===== src/rtl/instr_encoder.sv =====
// MIPS instruction encoder: packs R/I/J field sets into 32-bit words,
// tags each legal word with a running byte address and buffers it in a
// 2-entry FIFO. Illegal field sets are consumed and counted, never emitted.
module instr_encoder #(
   parameter logic [31:0] BASE_ADDR = 32'h0040_0000
) (
   input  logic        clk,
   input  logic        rst_n,
   input  logic        in_valid,
   output logic        in_ready,
   input  logic [1:0]  fmt,
   input  logic [5:0]  opcode,
   input  logic [4:0]  rs,
   input  logic [4:0]  rt,
   input  logic [4:0]  rd,
   input  logic [4:0]  shamt,
   input  logic [5:0]  funct,
   input  logic [15:0] immediate,
   input  logic [25:0] target,
   output logic        out_valid,
   input  logic        out_ready,
   output logic [31:0] instr,
   output logic [31:0] addr,
   output logic [1:0]  level,
   output logic        err_flag,
   output logic [7:0]  err_count
);

   typedef struct packed {
      logic [31:0] instr;
      logic [31:0] addr;
   } entry_t;

   // Slot 0 is always the head; slot 1 holds the second word when level=2.
   entry_t [1:0] ent_q, ent_d;
   logic [1:0]   level_q, level_d;
   logic [31:0]  addr_cnt_q, addr_cnt_d;
   logic         err_flag_q, err_flag_d;
   logic [7:0]   err_count_q, err_count_d;

   logic [31:0]  word;
   logic         legal;
   logic         push, pop, wr;
   entry_t       new_ent;

   // Encode the selected format and decide legality from fmt/opcode only.
   always_comb begin
      word  = '0;
      legal = 1'b0;
      case (fmt)
         2'd0: begin
            word  = {opcode, rs, rt, rd, shamt, funct};
            legal = (opcode == 6'd0);
         end
         2'd1: begin
            word  = {opcode, rs, rt, immediate};
            legal = (opcode != 6'd0) && (opcode != 6'd2) && (opcode != 6'd3);
         end
         2'd2: begin
            word  = {opcode, target};
            legal = (opcode == 6'd2) || (opcode == 6'd3);
         end
         default: begin
            word  = '0;
            legal = 1'b0;
         end
      endcase
   end

   // in_ready depends only on registered occupancy, so out_ready never reaches it.
   assign in_ready  = (level_q != 2'd2);
   assign out_valid = (level_q != 2'd0);
   assign push      = in_valid && in_ready;
   assign pop       = out_valid && out_ready;
   assign wr        = push && legal;
   assign new_ent   = '{instr: word, addr: addr_cnt_q};

   // Next-state for FIFO slots, occupancy, address counter and error state.
   always_comb begin
      ent_d       = ent_q;
      level_d     = level_q;
      addr_cnt_d  = addr_cnt_q;
      err_flag_d  = err_flag_q;
      err_count_d = err_count_q;
      case ({wr, pop})
         2'b10: begin
            ent_d[level_q[0]] = new_ent;
            level_d           = level_q + 2'd1;
         end
         2'b01: begin
            ent_d[0] = ent_q[1];
            level_d  = level_q - 2'd1;
         end
         2'b11: begin
            // Only reachable at level 1: head leaves, new word becomes head.
            ent_d[0] = new_ent;
         end
         default: ;
      endcase
      if (wr)
         addr_cnt_d = addr_cnt_q + 32'd4;
      if (push && !legal) begin
         err_flag_d = 1'b1;
         if (err_count_q != 8'hFF)
            err_count_d = err_count_q + 8'd1;
      end
   end

   // State registers; reset wins over any simultaneous push or pop.
   always_ff @(posedge clk) begin
      if (!rst_n) begin
         ent_q       <= '0;
         level_q     <= 2'd0;
         addr_cnt_q  <= BASE_ADDR;
         err_flag_q  <= 1'b0;
         err_count_q <= 8'd0;
      end else begin
         ent_q       <= ent_d;
         level_q     <= level_d;
         addr_cnt_q  <= addr_cnt_d;
         err_flag_q  <= err_flag_d;
         err_count_q <= err_count_d;
      end
   end

   assign instr     = ent_q[0].instr;
   assign addr      = ent_q[0].addr;
   assign level     = level_q;
   assign err_flag  = err_flag_q;
   assign err_count = err_count_q;

endmodule


===== config.mk =====
export PLATFORM = sky130hd
export DESIGN_NAME = instr_encoder
export DESIGN_NICKNAME = d
export VERILOG_FILES = /design/src/rtl/instr_encoder.sv
export SDC_FILE = /design/constraint.sdc
export NUM_CORES = 1
export LEC_CHECK = 0
export BUFFER_PORTS_ARGS = -buffer_cell sky130_fd_sc_hd__buf_2
export CAP_MARGIN = 30
export CELL_PAD_IN_SITES_DETAIL_PLACEMENT = 1
export CELL_PAD_IN_SITES_GLOBAL_PLACEMENT = 2
export CORE_UTILIZATION = 32
export CTS_CLUSTER_DIAMETER = 80
export CTS_CLUSTER_SIZE = 10
export DETAILED_ROUTE_END_ITERATION = 7
export PLACE_DENSITY = 0.77
export SLEW_MARGIN = 20
export SYNTH_ARGS = -nofsm -noshare
export SYNTH_HDL_FRONTEND = slang
export SYNTH_SLANG_ARGS = --single-unit

===== constraint.sdc =====
create_clock -name clk -period 3.8 [get_ports clk]
set_clock_uncertainty 0.15 [all_clocks]
set_input_delay 0.19 -clock clk [delete_from_list [all_inputs] [get_ports clk]]
set_output_delay 0.19 -clock clk [all_outputs]
set_load 0.03 [all_outputs]

==> impl_results.md <==
- Maxcap violations: 0
- ANT nets after route: 0
- Die footprint: around 25,000 um2
- P per Cell Area: roughly 550 nW/um2
- Status: complete, no violations
- Post-Route WL: 22,500 um
- Average wire per standard cell: roughly 17 um
- Largest net degree at the start of global routing: between 70 and 80
- Internal: 3.20 mW
- IO Port Bufs: around 150
- Post-DP HPWL: 14,800 um
- Initial DRC Count: 232
- Maximum vdd drop: around 0.26 mV
- Effective utilization at floorplan: 32.6%
- FP Rows: 56
- Core Area: between 20,000 and 25,000 um2
- Tightest Pin Transition: ~0.95 ns
- Crit-path max cell delay: 0.71 ns
- Hold WC Path Type: primary input to flip-flop
- GR Overflow Total: 0
- Final Hold Viols: 0
- Max_slew headroom: a little over a third
- Max Freq: just under 0.3 GHz
- Clock share of power: about a third
- CTS tree: done
- Total CTS buffers: 17
- Die Span Y: about 160 um
- Slowest CP cell: and2_2
- Final worst path period need: ~3.4 ns
- Setup violators final: 0
- Residual DRC: 0
- H-tree Lvls: 4
- Sw Pwr: 1.70 mW
- Post-route cell area: 8900 um2
- Critical path cell sequence: dlygate4sd3_1 > buf_2 > or4_4 > a21oi_1 > o21ai_1 > inv_2 > ha_1 > and2_2 > buf_4 > nand2_1 > a21oi_1
- Seq/Total Area, Yosys: 43.2%
- Critical R2R Capture: ent_q[87]
- I/O Pins: between 150 and 200
- DP Area: slightly above 8000 um2
- Clock root buffer: clkbuf_16
- CTS resizes: 0
- Crit-path most repeated cell: a21oi_1
- RSZ-0062 raised after global routing: no
- Synth cell types: between 40 and 50
- Layout cells sized above 1: a little over a fifth
- Finished Core Util: a little under two fifths
- DR vias: 6,926
- R2R cell count: 9
- Post-synth ARST share: 0%
- Synth Warn #: 0
- Initial antenna violation count: 0
- Pre-antenna DRT Iters: 4
- FF-to-FF Start: level[1]
- CP endpoint kind: flip-flop
- FF-to-FF setup slack: between 0.9 and 1 ns
- EDFF count, synth: 0
- Final period util: just under 90%
- Post-CTS setup repair buffer count: 0
- WHS Endpoint: ent_q[118]
- Crit path DAT: around 3.6 ns
- Cts hold-fix bufs: 7
- Synth Instances: about 950
- Synthesized flop and latch total: about 170
- Leak: ~3.3 nW
- Switching Fraction: between 30% and 40%
- Total design power: 4.90 mW
- Hold path cells: 3
- Critical path peak fanout: 40
- Placer Congestion: approximately 0.75
- # nets final: between 1k and 1.5k
- GRT Total Usage: between 10% and 20%
- Startpoint class of the critical path: primary input
- Crit path required time: around 4 ns
- First-pass GRT wire length: 35,800 um
- Clk_lat worst skew: roughly 0.43 ns
- Routed vias/inst: ~5
- Reg clk slew, reported paths: roughly 0.070 ns
- Min-delay src: target[22]
- Syn-to-layout area delta: 16.4%
- Die width: 157 um
- Logic pwr share: 25.5%
- CTS Buffer Depth: 2
- Syn Area/Cell: 8.02 um2
- Mapped Area: approximately 7600 um2
- Final Max Slew Viols: 0
- Setup_tns: 0 ns
- CP Class: primary input to flip-flop
- Sequential Power Share: between 40% and 50%
- Clock sinks: 165
- Vias in the first global route: just under 7k
- Antenna cell count: 0
- Post-synth top flop: dfxtp_1
[flip-flops by register name (all words and copies together) (netlist names)]
name        cells
instr          32
level           2
addr           30
err_flag        1
addr_cnt_q     30
err_count       8
ent_q          62
[area by class of cell]
type | instances | area, um2
fill | 2862 | 14600
clock inverter | 13 | 124
timing repair buffer | 182 | 1030
sequential | 165 | 3300
clock buffer | 19 | 443
tap | 319 | 399
inverter | 10 | 40.0
multi-input combinational | 641 | 3570
[logic make-up after synthesis]
logic type | synth area share [%]
buffers and inverters | 10.5
other | 0.0490
AO/OA/AOI/OAI | 19.6
AND/OR/NAND/NOR | 22.6
adder cells (fa/ha/maj) | 0.982
flip-flops | 43.2
XOR/XNOR | 0.802
multiplexers | 2.36
[routing by layer]
layer,vias to the layer above,track usage [%],part of all wire [%]
li1,3442,-,-
met1,3339,24.4,47
met2,132,30.9,47
met3,13,4.07,4.3
met4,0,4.15,0.83
met5,-,0,0
[critical path, delay by kind of cell]
| kind | cells | cell delay [ns] |
|---|---|---|
| compound gates | 3 | 0.69 |
| buf+inv | 4 | 1.17 |
| fa+ha+maj | 1 | 0.19 |
| simple gates | 3 | 1.35 |
[synth_stat cells (2+ instances only)]
library cell / n / area share, %
o21ai_1: 2 / 0.13
xnor2_1: 2 / 0.23
o31ai_1: 10 / 0.98
nand4_1: 6 / 0.49
ha_1: 6 / 0.98
nand3_1: 15 / 0.98
clkbuf_1: 67 / 3.3
dfxtp_1: 165 / 43
buf_4: 64 / 6.3
nor4_1: 4 / 0.33
and2_1: 5 / 0.41
a21oi_1: 91 / 6.0
inv_2: 2 / 0.098
a221oi_1: 52 / 6.0
xor2_1: 5 / 0.57
mux2i_1: 18 / 2.4
and3_1: 2 / 0.16
a21o_1: 3 / 0.29
nor2b_1: 12 / 0.98
and4_1: 3 / 0.34
o211ai_1: 2 / 0.20
o21ai_0: 33 / 2.2
nand2_1: 131 / 6.4
nor3_1: 65 / 4.3
nand2b_1: 3 / 0.25
or4_1: 11 / 1.1
buf_2: 2 / 0.13
buf_1: 4 / 0.20
inv_1: 8 / 0.39
nor2_1: 96 / 4.7
o21a_1: 3 / 0.29
or4_4: 2 / 0.29
or3_1: 17 / 1.4
a2111o_1: 2 / 0.29
a22oi_1: 6 / 0.59
a211oi_1: 21 / 2.1
[power groups by stage]
stage	Sequential, mW	Combinational, mW	Clock [mW]
final	1.96	1.25	1.68
after global routing	1.98	1.37	1.82
after CTS	1.97	1.27	1.74
after detailed placement	2.00	1.26	0
after global placement	2.00	1.25	0
after floorplan	2.00	1.02	0
[stage by stage]
stage | setup WS (ns) | hold slack (ns) | cells
6_report | 0.413 | 0.0108 | 1349
5_1_grt | 0.153 | 0.0146 | 1349
4_1_cts | 0.417 | 0.00110 | 1348
3_5_place_dp | 0.576 | 0.287 | 1309
3_3_place_gp | 0.726 | 0.284 | 1309
2_1_floorplan | 0.704 | 0.188 | 954
[how the worst max path moves through the flow]
stage | from | endpoint | slack (ns) | cells after the start
3_5_place_dp | opcode[2] | ent_q[87] | 0.58 | 10
4_1_cts | opcode[2] | ent_q[96] | 0.42 | 11
5_1_grt | opcode[2] | ent_q[103] | 0.15 | 11
6_report | opcode[2] | ent_q[87] | 0.41 | 11
3_3_place_gp | fmt[1] | ent_q[79] | 0.73 | 10
2_1_floorplan | level[0] | addr[10] | 0.70 | 12
[layout by cell type (no fill, tap or decap), types with 5 or more instances in the layout]
cell and count:
a211oi_1 21, mux2i_1 18, dfxtp_1 165, xor2_1 5, o31ai_1 10, nand2_1 130, nand4_1 6, nor2_1 96
ha_1 6, buf_2 154, nor2b_1 11, a21oi_1 90, nor3_1 65, inv_1 8, a221oi_1 52, clkbuf_16 17
or3_1 17, nand3_1 15, dlygate4sd3_1 7, o21ai_0 33, buf_4 18, a22oi_1 6, or4_1 11
No activity file was read; power rests on OpenSTA's default activity.
